<file path="config.mk">
export PLATFORM = sky130hd
export DESIGN_NAME = flag_stack_register_flat
export DESIGN_NICKNAME = d
export VERILOG_FILES = /design/src/rtl/flag_stack_register_pkg.sv /design/src/rtl/flag_stack_register_if.sv /design/src/rtl/flag_stack_register_lifo.sv /design/src/rtl/flag_stack_register.sv /design/src/flat_wrapper.sv
export SDC_FILE = /design/constraint.sdc
export NUM_CORES = 1
export LEC_CHECK = 0
export CELL_PAD_IN_SITES_DETAIL_PLACEMENT = 1
export CELL_PAD_IN_SITES_GLOBAL_PLACEMENT = 2
export CORE_UTILIZATION = 25
export CTS_BUF_LIST = sky130_fd_sc_hd__clkbuf_8
export DETAILED_ROUTE_END_ITERATION = 10
export PLACE_DENSITY_LB_ADDON = 0.1
export SLEW_MARGIN = 20
export SYNTH_ARGS = -nofsm -noshare
export SYNTH_HDL_FRONTEND = slang
export SYNTH_SLANG_ARGS = --single-unit
</file>
<file path="constraint.sdc">
create_clock -name clk -period 3.01 [get_ports clk]
set_clock_uncertainty 0.15 [all_clocks]
set_input_delay 0.602 -clock clk [delete_from_list [all_inputs] [get_ports clk]]
set_output_delay 0.602 -clock clk [all_outputs]
set_load 0.03 [all_outputs]
</file>
<file path="src/rtl/flag_stack_register_pkg.sv">
// Shared flag word layout for the ALU status-flag register.
// Exports FLAG_W, bit indices FLG_* and flag_word_t ({V,Z,P,N,C}).
package flag_pkg;

  localparam int FLAG_W = 5;

  localparam int FLG_C = 0;
  localparam int FLG_N = 1;
  localparam int FLG_P = 2;
  localparam int FLG_Z = 3;
  localparam int FLG_V = 4;

  typedef logic [FLAG_W-1:0] flag_word_t;

endpackage

</file>
<file path="src/rtl/flag_stack_register_if.sv">
// ALU/sequencer bus of the flag register: ALU inputs, stack strobes,
// live flags, stack status. Optional flags_ld/flags_din: FLAG_STACK_LOAD_EN.
interface flag_stack_register_if #(
  parameter int DATA_WIDTH  = 8,
  parameter int STACK_DEPTH = 4
);
  import flag_pkg::*;

  localparam int DW = $clog2(STACK_DEPTH + 1);

  logic                  enaf;
  logic [DATA_WIDTH-1:0] dataa;
  logic                  carry;
  logic                  overflow;
  flag_word_t            upd_mask;
  logic                  push;
  logic                  pop;
  logic                  err_clr;
`ifdef FLAG_STACK_LOAD_EN
  logic                  flags_ld;
  flag_word_t            flags_din;
`endif
  logic                  C;
  logic                  N;
  logic                  P;
  logic                  Z;
  logic                  V;
  logic [DW-1:0]         depth;
  logic                  stack_full;
  logic                  stack_empty;
  logic                  ovf_err;
  logic                  unf_err;

  modport master (
    output enaf, dataa, carry, overflow, upd_mask,
    output push, pop, err_clr,
`ifdef FLAG_STACK_LOAD_EN
    output flags_ld, flags_din,
`endif
    input  C, N, P, Z, V,
    input  depth, stack_full, stack_empty,
    input  ovf_err, unf_err
  );

  modport slave (
    input  enaf, dataa, carry, overflow, upd_mask,
    input  push, pop, err_clr,
`ifdef FLAG_STACK_LOAD_EN
    input  flags_ld, flags_din,
`endif
    output C, N, P, Z, V,
    output depth, stack_full, stack_empty,
    output ovf_err, unf_err
  );

endinterface

</file>
<file path="src/rtl/flag_stack_register_lifo.sv">
// flag_lifo: save/restore stack of flag words with depth count and sticky
// overflow/underflow errors. Ports: clk, rst, push, pop, err_clr, wdata, rdata, depth, full, empty, ovf_err, unf_err.
module flag_lifo
  import flag_pkg::*;
#(
  parameter int STACK_DEPTH = 4,
  localparam int DW = $clog2(STACK_DEPTH + 1),
  localparam int AW = (STACK_DEPTH > 1) ? $clog2(STACK_DEPTH) : 1
) (
  input  logic          clk,
  input  logic          rst,
  input  logic          push,
  input  logic          pop,
  input  logic          err_clr,
  input  flag_word_t    wdata,
  output flag_word_t    rdata,
  output logic [DW-1:0] depth,
  output logic          full,
  output logic          empty,
  output logic          ovf_err,
  output logic          unf_err
);

  flag_word_t    mem [STACK_DEPTH];
  logic [DW-1:0] cnt;
  logic [DW-1:0] cnt_m1;
  logic [AW-1:0] wr_idx;
  logic [AW-1:0] rd_idx;
  logic          both;
  logic          do_push;
  logic          do_pop;
  logic          ovf_set;
  logic          unf_set;

  assign full  = (cnt == DW'(STACK_DEPTH));
  assign empty = (cnt == '0);
  assign depth = cnt;

  // push+pop together is illegal: neither moves the stack
  assign both    = push & pop;
  assign do_push = push & ~pop & ~full;
  assign do_pop  = pop & ~push & ~empty;
  assign ovf_set = push & (pop | full);
  assign unf_set = pop & (push | empty);

  assign cnt_m1 = cnt - DW'(1);
  assign wr_idx = cnt[AW-1:0];
  assign rd_idx = cnt_m1[AW-1:0];
  assign rdata  = mem[rd_idx];

  always_ff @(posedge clk or posedge rst) begin
    if (rst) begin
      cnt     <= '0;
      ovf_err <= 1'b0;
      unf_err <= 1'b0;
    end else begin
      if (do_push)
        cnt <= cnt + DW'(1);
      else if (do_pop)
        cnt <= cnt_m1;
      // a new error in the same cycle as err_clr wins
      ovf_err <= ovf_set | (ovf_err & ~err_clr);
      unf_err <= unf_set | (unf_err & ~err_clr);
    end
  end

  // storage needs no reset; depth gates what is readable
  always_ff @(posedge clk) begin
    if (do_push && !both)
      mem[wr_idx] <= wdata;
  end

endmodule

</file>
<file path="src/rtl/flag_stack_register.sv">
// ALU status-flag register {V,Z,P,N,C} with per-flag update mask and LIFO
// save/restore. Ports: clk, rst, bus (slave). Option: FLAG_STACK_LOAD_EN.
module flag_stack_register
  import flag_pkg::*;
#(
  parameter int DATA_WIDTH  = 8,
  parameter int STACK_DEPTH = 4
) (
  input logic                  clk,
  input logic                  rst,
  flag_stack_register_if.slave bus
);

  localparam int DW = $clog2(STACK_DEPTH + 1);

  flag_word_t    flags;
  flag_word_t    flags_nx;
  flag_word_t    alu_w;
  flag_word_t    upd_w;
  flag_word_t    rdata;
  logic [DW-1:0] depth;
  logic          full;
  logic          empty;
  logic          ovf_err;
  logic          unf_err;
  logic          pop_ok;

  always_comb begin
    alu_w        = '0;
    alu_w[FLG_C] = bus.carry;
    alu_w[FLG_N] = bus.dataa[DATA_WIDTH-1];
    alu_w[FLG_P] = ~^bus.dataa;
    alu_w[FLG_Z] = (bus.dataa == '0);
    alu_w[FLG_V] = bus.overflow;
  end

  assign upd_w  = (flags & ~bus.upd_mask) | (alu_w & bus.upd_mask);
  assign pop_ok = bus.pop & ~bus.push & ~empty;

  always_comb begin
    flags_nx = flags;
    if (pop_ok)
      flags_nx = rdata;
`ifdef FLAG_STACK_LOAD_EN
    else if (bus.flags_ld)
      flags_nx = bus.flags_din;
`endif
    else if (bus.enaf)
      flags_nx = upd_w;
  end

  always_ff @(posedge clk or posedge rst) begin
    if (rst)
      flags <= '0;
    else
      flags <= flags_nx;
  end

  // the stack saves the pre-update flags
  flag_lifo #(
    .STACK_DEPTH (STACK_DEPTH)
  ) u_lifo (
    .clk     (clk),
    .rst     (rst),
    .push    (bus.push),
    .pop     (bus.pop),
    .err_clr (bus.err_clr),
    .wdata   (flags),
    .rdata   (rdata),
    .depth   (depth),
    .full    (full),
    .empty   (empty),
    .ovf_err (ovf_err),
    .unf_err (unf_err)
  );

  assign bus.C           = flags[FLG_C];
  assign bus.N           = flags[FLG_N];
  assign bus.P           = flags[FLG_P];
  assign bus.Z           = flags[FLG_Z];
  assign bus.V           = flags[FLG_V];
  assign bus.depth       = depth;
  assign bus.stack_full  = full;
  assign bus.stack_empty = empty;
  assign bus.ovf_err     = ovf_err;
  assign bus.unf_err     = unf_err;

endmodule

</file>
<file path="src/flat_wrapper.sv">
// flat-port wrapper written by rule: the top's interface ports become plain ports
module flag_stack_register_flat import flag_pkg::*;
#(
  parameter int DATA_WIDTH  = 8,
  parameter int STACK_DEPTH = 4
)
  (clk, rst, bus_enaf, bus_dataa, bus_carry, bus_overflow, bus_upd_mask, bus_push, bus_pop, bus_err_clr, bus_C, bus_N, bus_P, bus_Z, bus_V, bus_depth, bus_stack_full, bus_stack_empty, bus_ovf_err, bus_unf_err);
  flag_stack_register_if #(.DATA_WIDTH(DATA_WIDTH), .STACK_DEPTH(STACK_DEPTH)) bus_i ();
  input logic clk;
  input logic rst;
  input wire logic [$bits(bus_i.enaf)-1:0] bus_enaf;
  input wire logic [$bits(bus_i.dataa)-1:0] bus_dataa;
  input wire logic [$bits(bus_i.carry)-1:0] bus_carry;
  input wire logic [$bits(bus_i.overflow)-1:0] bus_overflow;
  input wire logic [$bits(bus_i.upd_mask)-1:0] bus_upd_mask;
  input wire logic [$bits(bus_i.push)-1:0] bus_push;
  input wire logic [$bits(bus_i.pop)-1:0] bus_pop;
  input wire logic [$bits(bus_i.err_clr)-1:0] bus_err_clr;
  output wire logic [$bits(bus_i.C)-1:0] bus_C;
  output wire logic [$bits(bus_i.N)-1:0] bus_N;
  output wire logic [$bits(bus_i.P)-1:0] bus_P;
  output wire logic [$bits(bus_i.Z)-1:0] bus_Z;
  output wire logic [$bits(bus_i.V)-1:0] bus_V;
  output wire logic [$bits(bus_i.depth)-1:0] bus_depth;
  output wire logic [$bits(bus_i.stack_full)-1:0] bus_stack_full;
  output wire logic [$bits(bus_i.stack_empty)-1:0] bus_stack_empty;
  output wire logic [$bits(bus_i.ovf_err)-1:0] bus_ovf_err;
  output wire logic [$bits(bus_i.unf_err)-1:0] bus_unf_err;
  assign bus_i.enaf = bus_enaf;
  assign bus_i.dataa = bus_dataa;
  assign bus_i.carry = bus_carry;
  assign bus_i.overflow = bus_overflow;
  assign bus_i.upd_mask = bus_upd_mask;
  assign bus_i.push = bus_push;
  assign bus_i.pop = bus_pop;
  assign bus_i.err_clr = bus_err_clr;
  assign bus_C = bus_i.C;
  assign bus_N = bus_i.N;
  assign bus_P = bus_i.P;
  assign bus_Z = bus_i.Z;
  assign bus_V = bus_i.V;
  assign bus_depth = bus_i.depth;
  assign bus_stack_full = bus_i.stack_full;
  assign bus_stack_empty = bus_i.stack_empty;
  assign bus_ovf_err = bus_i.ovf_err;
  assign bus_unf_err = bus_i.unf_err;
  flag_stack_register #(.DATA_WIDTH(DATA_WIDTH), .STACK_DEPTH(STACK_DEPTH)) u_core (.clk(clk), .rst(rst), .bus(bus_i));
endmodule
</file>
==> results by group <==
Synthesis
  • Post-Synthesis Cells: 108
  • Xor and xnor area share after synthesis: 2.389%
  • Top cells by area, synth: edfxtp_1 (41%), dfrtp_1 (17%), ha_1 (8.5%)
  • Unique masters post-synth: 27
  • Most common cell in the netlist: edfxtp_1
  • Synth Area in Compound Gates: 6.570%
  • Synth Area in Adders: 8.532%
  • Post-Syn Nets: 139
  • Syn Std Cell Area: 1466 um^2
  • Synth warnings: 0
  • Post-synth top area share: 40.96%
  • Mean post-synth cell area: 13.58 um^2
  • Post-Synth Simple-Gate Area: 7.423%
  • Post-synth EDFFs: 20
  • Top cells by count, synth: edfxtp_1 (20), inv_1 (16), dfrtp_1 (10), ha_1 (10), nand2_1 (9)
  • Largest family of logic cells by synthesized area: multiplexers
  • FF+latch count, synth: 30
  • Mux contribution to synthesized area: 11.09%
  • Ys flop type: edfxtp_1
  • Async S/R FF share, synth: 33.33%
  • Area leader, netlist: edfxtp_1
  • Seq/Total Area, Yosys: 58.02%

Timing
  • Final setup violation count: 0
  • Fin Setup TNS: 0 ps
  • Final Hold Viols: 0
  • Worst slew margin: 67.68%
  • Fin Hold WS: 395.8 ps
  • Worst-Margin Slew: 484.2 ps
  • RSZ-0062 raised after global routing: no
  • Final Slew Violations: 0
  • Clock period minus worst slack: 2699 ps
  • Fmax: 370.5 MHz
  • Final worst path period share: 89.68%

GRT
  • Number of global-route vias before repair: 1027
  • Global-route wire length before repair: 5.037 mm
  • Total global routing overflow: 0
  • Global Route Usage Sum: 11.52%
  • Antenna violations before repair: 0
  • Largest net degree at the start of global routing: 12

Outcome
  • Outcome: finished, final reports clean

Drt
  • Via count: 953
  • Detailed-route DRC error count: 0
  • Wirelength per Cell: 14.35 um
  • Initial DRC count: 98
  • Final WL: 3.128 mm
  • Vias per cell: 4.372
  • Final ANT Viol Nets: 0
  • DRT Pass-1 Iters: 4

Critical path
  • CP max stage cell: clkdlybuf4s50_1
  • Critical Path Max Stage Delay: 700 ps
  • Critical path launch point type: flop
  • Critical path peak fanout: 4
  • Reg2Reg Setup Slack: 950 ps
  • CP startpoint: u_core.u_lifo.depth[1]
  • Reg2reg start: u_core.u_lifo.depth[1]
  • WP data required: 2260 ps
  • Endpoint class of the critical path: output pin
  • Buffers & Inverters on Critical Path: 2
  • CP arrival: 1950 ps
  • CP most frequent cell: ha_1
  • Critical path class: flop to output pin
  • Worst-path cell chain: inv_1 > ha_1 > ha_1 > clkdlybuf4s50_1
  • Crit-path leading delay family: buffers and inverters

Clock tree
  • Post-cts gate resize count: 0
  • Num CTS Buffers: 5
  • CTS root buf: clkbuf_8
  • CTS tree: yes
  • CTS sink count: 30
  • Hold buffer count at CTS: 0
  • # H-tree levels: 2
  • Clock Pin Slew Worst Setup and Hold Paths: 60 ps
  • Worst skew pair latency: 270 ps
  • Max clock buf depth: 2
  • Setup bufs post-CTS: 0

Finish
  • Fin util: 34.88%
  • Area delta synth->final: 32.59%
  • Fillers: 619
  • Nets: 176
  • Post-route cell area: 1944 um^2
  • Layout cells sized above 1: 9.589%
  • Ant diodes: 0

Placed design
  • Port Buf Inserts: 32
  • Gp weighted congestion: 0.6989
  • HPWL after DPL: 2.341 mm
  • Placed Area: 1864 um^2

Run
  • Max Cap Violations: 0

Power
  • Lkg Pwr: 0.0008100 uW
  • Combinational share of power: 44.1%
  • Max VDD drop: 0.0002833 V
  • Switch share: 36.63%
  • Clock group share of total power: 17.0%
  • Internal Pwr Total: 1076 uW
  • Sequential power share: 38.9%
  • P_sw: 621.8 uW
  • Power Dens Cells: 873.2 nW/um^2

Worst hold path
  • Min-delay src: u_core.u_lifo.unf_err
  • Hold Crit Class: flop to flop

Floorplanning
  • Vert. Die Dim: 78.59 um
  • Initial core utilization: 26.31%
  • Row cnt: 27
  • Die ar.: 6176 um^2
  • Total core area: 5574 um^2
  • # IOs: 33
  • Die Width: 78.59 um
## cell families (layout without fill, tap and decap cells)
kind of cell / after synthesis / in the layout
XOR/XNOR: 4 / 4
buffers and inverters: 20 / 58
AO/OA/AOI/OAI: 15 / 15
flip-flops: 30 / 30
AND/OR/NAND/NOR: 19 / 19
multiplexers: 10 / 10
adder cells (fa/ha/maj): 10 / 10
## metrics by stage
| step | instances | setup slack (ps) | power, uW |
|---|---|---|---|
| 6_report | 218 | 310.6 | 1698 |
| 5_1_grt | 218 | 194.5 | 1823 |
| 4_1_cts | 218 | 286.2 | 1731 |
| 3_5_place_dp | 210 | 584.8 | 1434 |
| 3_3_place_gp | 210 | 656.2 | 1443 |
| 2_1_floorplan | 108 | 756.8 | 1149 |
## layer usage
metal,vias up,global-route usage (%),share of wire (%)
met3,4,4.186,5.6
met5,-,0,0
met2,32,18.70,48
li1,460,-,-
met1,457,13.59,45
met4,0,5.000,1.2
## final timing paths
kind / to / cells after the start
worst max-delay path: bus_stack_empty / 4
worst min-delay path: u_core.u_lifo.unf_err / 2
worst min register to register: u_core.u_lifo.unf_err / 2
min in group asynchronous: u_core.u_lifo.depth[0] / 2
max in group asynchronous: asynchronous set/reset pin / 2
worst max register to register: u_core.u_lifo.depth[2] / 7
## worst register-to-register path: cells and delay by family (launching register included)
kind / cells / cell delay [ps]
AO/OA/AOI/OAI: 2 / 250
adder cells (fa/ha/maj): 2 / 450
buffers and inverters: 2 / 340
flip-flops: 1 / 400
AND/OR/NAND/NOR: 1 / 380
## cell usage in the layout, fill, tap and decap left out, drive strengths merged
master and count:
o22ai 1, and4 1, xnor2 3, clkinv 3, buf 2, a211o 1
clkdlybuf4s50 32, a311oi 1, o21ai 6, a21o 1, ha 10, nor2 1
dfrtp 10, mux4 5, xor2 1, a21oi 3, mux2i 5, and2 2
inv 16, nor3b 1, nand2 9, edfxtp 20, a221oi 1, and3 5
clkbuf 5, a211oi 1
## cell type report
class                   count  area [um^2]  area share (%)
clock buffers               5        68.82           3.539
clock inverters             3        11.26          0.5792
multi-input cells          58        528.0           27.16
repair buffers             34        335.3           17.25
flip-flops and latches     30        850.8           43.76
well taps                  72        90.09           4.633
inverters                  16        60.06           3.089
## power groups by stage
stage | clock, uW | combinational (uW) | sequential (uW)
2_1_floorplan | 0 | 376 | 774
3_3_place_gp | 0 | 780 | 663
5_1_grt | 322 | 821 | 680
3_5_place_dp | 0 | 761 | 673
4_1_cts | 300 | 766 | 665
6_report | 289 | 748 | 661
Power figures use the tool's default switching activity.
